`src/rtl/noc_beat_serializer_pkg.sv`:
```
// Shared types and constants for the NOC wide-to-narrow beat serializer.
// NOCDataH packs data above the 16-bit length field.
package noc_beat_serializer_pkg;

  localparam int NOC_LEN_WIDTH  = 16;
  localparam int NOC_DATA_WIDTH = 128;
  localparam int NOC_BEAT_WIDTH = 32;
  localparam int NOC_MAX_BEATS  = NOC_DATA_WIDTH / NOC_BEAT_WIDTH;

  typedef struct packed {
    logic [NOC_DATA_WIDTH-1:0] data;
    logic [NOC_LEN_WIDTH-1:0]  length;
  } noc_data_h_t;

  typedef enum logic [1:0] {
    IDLE,
    HDR,
    DATA
  } ser_state_e;

endpackage

```
`src/rtl/noc_beat_serializer.sv`:
```
// Serializes one wide NOCDataH message into a header beat plus up to
// DATA_WIDTH/BEAT_WIDTH data beats, LSB word first.
module noc_beat_serializer
  import noc_beat_serializer_pkg::*;
#(
  parameter int DATA_WIDTH = NOC_DATA_WIDTH,
  parameter int LEN_WIDTH  = NOC_LEN_WIDTH,
  parameter int BEAT_WIDTH = NOC_BEAT_WIDTH
) (
  input  logic                           CLK,
  input  logic                           RST,
  input  logic                           in_enq__ENA,
  input  logic [LEN_WIDTH+DATA_WIDTH-1:0] in_enq_v,
  output logic                           in_enq__RDY,
  output logic                           out_enq__ENA,
  output logic [BEAT_WIDTH-1:0]          out_enq_v,
  input  logic                           out_enq__RDY,
  output logic                           len_err
);

  localparam int MAX_BEATS = DATA_WIDTH / BEAT_WIDTH;
  localparam int NB_W      = $clog2(MAX_BEATS + 1);
  localparam int IDX_W     = (MAX_BEATS > 1) ? $clog2(MAX_BEATS) : 1;

  ser_state_e            state_q, state_d;
  logic [IDX_W-1:0]      idx_q, idx_d;
  logic [NB_W-1:0]       nbeats_q, nbeats_d;
  logic [LEN_WIDTH-1:0]  len_q, len_d;
  logic [DATA_WIDTH-1:0] data_q, data_d;
  logic                  len_err_q, len_err_d;

  logic [LEN_WIDTH-1:0]  in_len;
  logic [DATA_WIDTH-1:0] in_data;
  logic                  over;
  logic                  accept;
  logic                  last_beat;
  logic [MAX_BEATS-1:0][BEAT_WIDTH-1:0] words;

  assign in_len  = in_enq_v[LEN_WIDTH-1:0];
  assign in_data = in_enq_v[LEN_WIDTH+DATA_WIDTH-1:LEN_WIDTH];
  assign over    = in_len > LEN_WIDTH'(MAX_BEATS);
  assign words   = data_q;
  assign accept  = in_enq__ENA && in_enq__RDY;
  assign len_err = len_err_q;

  // Header is the last beat only for an empty message.
  assign last_beat =
    ((state_q == HDR) && (nbeats_q == '0)) ||
    ((state_q == DATA) &&
     (NB_W'(idx_q) == nbeats_q - NB_W'(1)));

  always_ff @(posedge CLK) begin
    if (RST) begin
      state_q   <= IDLE;
      idx_q     <= '0;
      nbeats_q  <= '0;
      len_q     <= '0;
      data_q    <= '0;
      len_err_q <= 1'b0;
    end else begin
      state_q   <= state_d;
      idx_q     <= idx_d;
      nbeats_q  <= nbeats_d;
      len_q     <= len_d;
      data_q    <= data_d;
      len_err_q <= len_err_d;
    end
  end

  always_comb begin
    state_d   = state_q;
    idx_d     = idx_q;
    nbeats_d  = nbeats_q;
    len_d     = len_q;
    data_d    = data_q;
    len_err_d = len_err_q;
    if (accept) begin
      len_d     = in_len;
      data_d    = in_data;
      nbeats_d  = over ? NB_W'(MAX_BEATS)
                       : in_len[NB_W-1:0];
      len_err_d = len_err_q | over;
    end
    unique case (state_q)
      IDLE: begin
        if (accept) state_d = HDR;
      end
      HDR: begin
        if (out_enq__RDY) begin
          if (nbeats_q != '0) begin
            state_d = DATA;
            idx_d   = '0;
          end else begin
            state_d = accept ? HDR : IDLE;
          end
        end
      end
      DATA: begin
        if (out_enq__RDY) begin
          if (last_beat) state_d = accept ? HDR : IDLE;
          else           idx_d   = idx_q + 1'b1;
        end
      end
      default: state_d = IDLE;
    endcase
  end

  always_comb begin
    in_enq__RDY  = (state_q == IDLE) ||
                   (last_beat && out_enq__RDY);
    out_enq__ENA = (state_q != IDLE) && out_enq__RDY;
    out_enq_v    = '0;
    unique case (state_q)
      HDR:     out_enq_v = BEAT_WIDTH'(len_q);
      DATA:    out_enq_v = words[idx_q];
      default: out_enq_v = '0;
    endcase
  end

endmodule

```
`config.mk`:
```
export PLATFORM = sky130hd
export DESIGN_NAME = noc_beat_serializer
export DESIGN_NICKNAME = d
export VERILOG_FILES = /design/src/rtl/noc_beat_serializer_pkg.sv /design/src/rtl/noc_beat_serializer.sv
export SDC_FILE = /design/constraint.sdc
export NUM_CORES = 1
export LEC_CHECK = 0
export CAP_MARGIN = 20
export CORE_UTILIZATION = 37
export DETAILED_ROUTE_END_ITERATION = 8
export PLACE_DENSITY = 0.71
export SYNTH_ARGS = -nofsm -noshare
export SYNTH_HDL_FRONTEND = slang
export SYNTH_SLANG_ARGS = --single-unit
```
`constraint.sdc`:
```
create_clock -name CLK -period 2.3 [get_ports CLK]
set_input_delay 0.575 -clock CLK [delete_from_list [all_inputs] [get_ports CLK]]
set_output_delay 0.575 -clock CLK [all_outputs]
set_load 0.005 [all_outputs]
```
==> results.md <==
- Pre-Repair DR Iteration Count: 4
- Worst setup slack after placement: -0.3072 ns
- Final worst-path setup slack: -0.2644 ns
- Max rail drop VDD: between 400 and 500 uV
- Synthesized flop and latch total: 152
- Switching share of total power: 0.2688
- Worst-path clk slew: approximately 0.07 ns
- Layout cells sized above 1: 0.2121
- Tightest Pin Transition: between 0.5 and 0.6 ns
- Number of global-route vias before repair: between 6000 and 7000
- Highest clock frequency the design can meet: around 390 MHz
- Clock skew after layout: 0.007153 ns
- Vert. Die Dim: 150.2 um
- Count of placed standard cells in the final layout, fillers left out: 1285
- CP required: approximately 1.7 ns
- Core Box Area: 21290 um2
- Fin crit share: 1.115
- Buffer cell driving the clock tree root: clkbuf_16
- Layout-stage area growth over the synthesis result: 42.55%
- Final count of pins violating max slew: 0
- Post-DR wirelength/cell: around 16 um
- Run status: complete, but fails checks
- Final Critical Period: around 2.6 ns
- Count of unresolved DRC violations after routing: 0
- LEAKAGE: about 4.6 nW
- Clock buffer count from CTS: 17
- Bufs on Longest Clock Path: 2
- Final GP Congestion: 0.8395
- CTS Hold Buffers Added: 0
- Cell count after synthesis: approximately 800
- Number of enable-type register cells in the synthesized netlist: 0
- Starting density of the core: 0.3816
- Routed via count: ~6100
- Cell Area, Synth: around 8100 um2
- Post-synth net total: 934
- Number of nets with antenna violations after routing: 0
- Number of rows in the core area: 53
- Smallest hold slack: roughly 0.47 ns
- Overall Power: about 0.0085 W
- Width of the die: 150.2 um
- Crit. Startpoint: idx_q[0]$_SDFFE_PP0P_
- Commonest cells in the netlist: nand2b_1 (293), dfxtp_1 (152), mux2i_1 (146)
- Normalized max-slew margin: 0.6228
- Synth area leader: dfxtp_1
- Placed insts: ~1200
- Post-synth top flop: dfxtp_1
- Crit end category: output port
- Critical Setup Path Class: reg2out
- # setup viols final: 33
- Setup repair after global routing missed its margin: true
- Share of total power in sequential cells: 0.381
- WP data arrival: 1.99 ns
- Pwr/cell area: approximately 730 nW/um2
- Global-route wire length before repair: 32780 um
- Warning count from the yosys run: 0
- Worst-path maximum fanout: 8
- Htree depth: 4
- Post-route core utilization: 0.5441
- Sequential-to-total area share from yosys stat: 0.3746
- IO Port Bufs: 182
- Power share of the clock group: 0.363
- Worst hold path startpoint: data_q[43]$_SDFFE_PP0N_
- NetSw: roughly 0.0023 W
- Violated checks: negative setup slack
- HPWL after detailed placement: roughly 14000 um
- Number of top-level pins: ~180
- Final-report hold violation count: 0
- Internal cell power: slightly above 0.006 W
- Total congestion overflow: 0
- CTS tree: done
- Top-count cell post-synth: nand2b_1
- DRC violation total after the first TritonRoute iteration: 307
- Combinational fraction of design power: 0.256
- Post-detailed-route via-to-cell ratio: between 4 and 5
- Path category of the worst min-delay check: reg2reg
- Number of nets in the layout: around 1200
- Syn Area/Cell: 10.42 um2
- Top-area cell type share of the netlist area: 0.3746
- Area contributors post-synth: dfxtp_1 (37%), nand2b_1 (23%), mux2i_1 (18%), mux4_2 (8.9%), clkbuf_1 (1.9%)
- Clock tree sinks: about 150
- GRT Overall Usage: 0.1891
- Startpoint of the lowest-slack register-to-register path: state_q[1]$_SDFFE_PP0P_
- Die Outline Area: between 20000 and 25000 um2
- Number of violations of the max-capacitance limit: 0
- Worst-skew pair later-pin latency: approximately 0.42 ns
- Kind of start point of the critical path: register
- Count of different cell masters after synthesis: 34
- Largest net degree at the start of global routing: 100
- Antenna violations before repair: 2
- Fraction of synthesis flops using an asynchronous set or reset pin: 0
- Final routed wirelength across all metal layers: a little over 20000 um
final timing paths:
path | endpoint | slack [ns] | depth (start not counted)
max reg2reg | data_q[102]$_SDFFE_PP0N_ | 0.18 | 9
min reg2reg | data_q[43]$_SDFFE_PP0N_ | 0.47 | 2
min | data_q[43]$_SDFFE_PP0N_ | 0.47 | 2
max | out_enq_v[15] | -0.26 | 5
logic make-up (layout without fill, tap and decap cells):
group | Yosys count | after routing | share of synthesized area
AOI/OAI and AO/OA | 35 | 35 | 0.03342
xor gates and xnor gates | 3 | 3 | 0.006007
adders and majority gates | 6 | 6 | 0.009240
buffers and inverters | 71 | 300 | 0.04990
DFF | 152 | 152 | 0.3746
muxes | 178 | 178 | 0.2686
other | 0 | 1 | 0
and+or+nand+nor | 335 | 335 | 0.2583
per-layer routing:
layer,share of wire,vias up,track usage
li1,-,3075,-
met1,0.44,2855,0.2329
met2,0.47,162,0.3141
met3,0.066,35,0.04576
met4,0.025,0,0.08081
met5,0,-,0
worst max-delay path: stages (launching register included):
cell and delay [ns]:
dfxtp_4 0.45, buf_12 0.14, buf_6 0.10, mux4_2 0.53, a22o_1 0.20, buf_2 0.14
final cells by class:
cell class,count,area [um2]
fill,1840,9706
multi-input combinational,557,4802
sequential,152,3052
timing repair buffer,260,2698
clock buffer,20,456.7
tap,275,344.1
clock inverter,12,191.4
inverter,8,35.03
antenna,1,2.502
registers in the layout (all words and copies together) (netlist names):
name	count
data_q	128
idx_q	2
len_err	1
len_q	16
nbeats_q	3
state_q	2
placed cells by master (no fill, tap or decap), types with 2 or more instances in the layout:
master,count
dfxtp_2,4
inv_2,2
nand2b_1,293
or4_1,3
nand2_1,2
a22o_1,16
clkbuf_8,2
buf_8,3
o41ai_1,2
and2_4,18
clkbuf_16,17
inv_1,4
dfxtp_1,147
ha_4,4
nor4_1,2
buf_6,39
nand3b_1,4
o31ai_1,2
clkinv_4,5
a21oi_1,3
bufinv_16,4
mux2i_1,146
o21ai_0,6
buf_2,15
mux4_2,32
buf_12,18
clkdlybuf4s50_1,147
inv_4,2
buf_4,36
nor2_1,7
per-stage QoR:
step	setup TNS, ns	cell area, um2
floorplan	0	8124
finish	-6.230	11580
detailed placement	-12.35	10510
CTS	-8.191	11510
global route	-8.662	11580
global placement	-7.761	10510
timing repair:
action / 4_1_cts / 5_1_grt
buffers inserted: 27 / 2
pin swaps: 31 / 15
cloned: 1 / 0
hold endpoints to repair: 0 / 0
endpoints found under the setup margin: 34 / 33
gates resized for setup: 199 / 17
power groups by stage:
| stage | clock, W | sequential (W) | combinational [W] |
|---|---|---|---|
| 2_1_floorplan | 0 | 0.00321 | 0.00137 |
| 3_3_place_gp | 0 | 0.00327 | 0.00207 |
| 3_5_place_dp | 0 | 0.00328 | 0.00210 |
| 4_1_cts | 0.00315 | 0.00322 | 0.00215 |
| 5_1_grt | 0.00327 | 0.00327 | 0.00234 |
| 6_report | 0.00307 | 0.00323 | 0.00217 |
(Power assumes the default switching activity.)
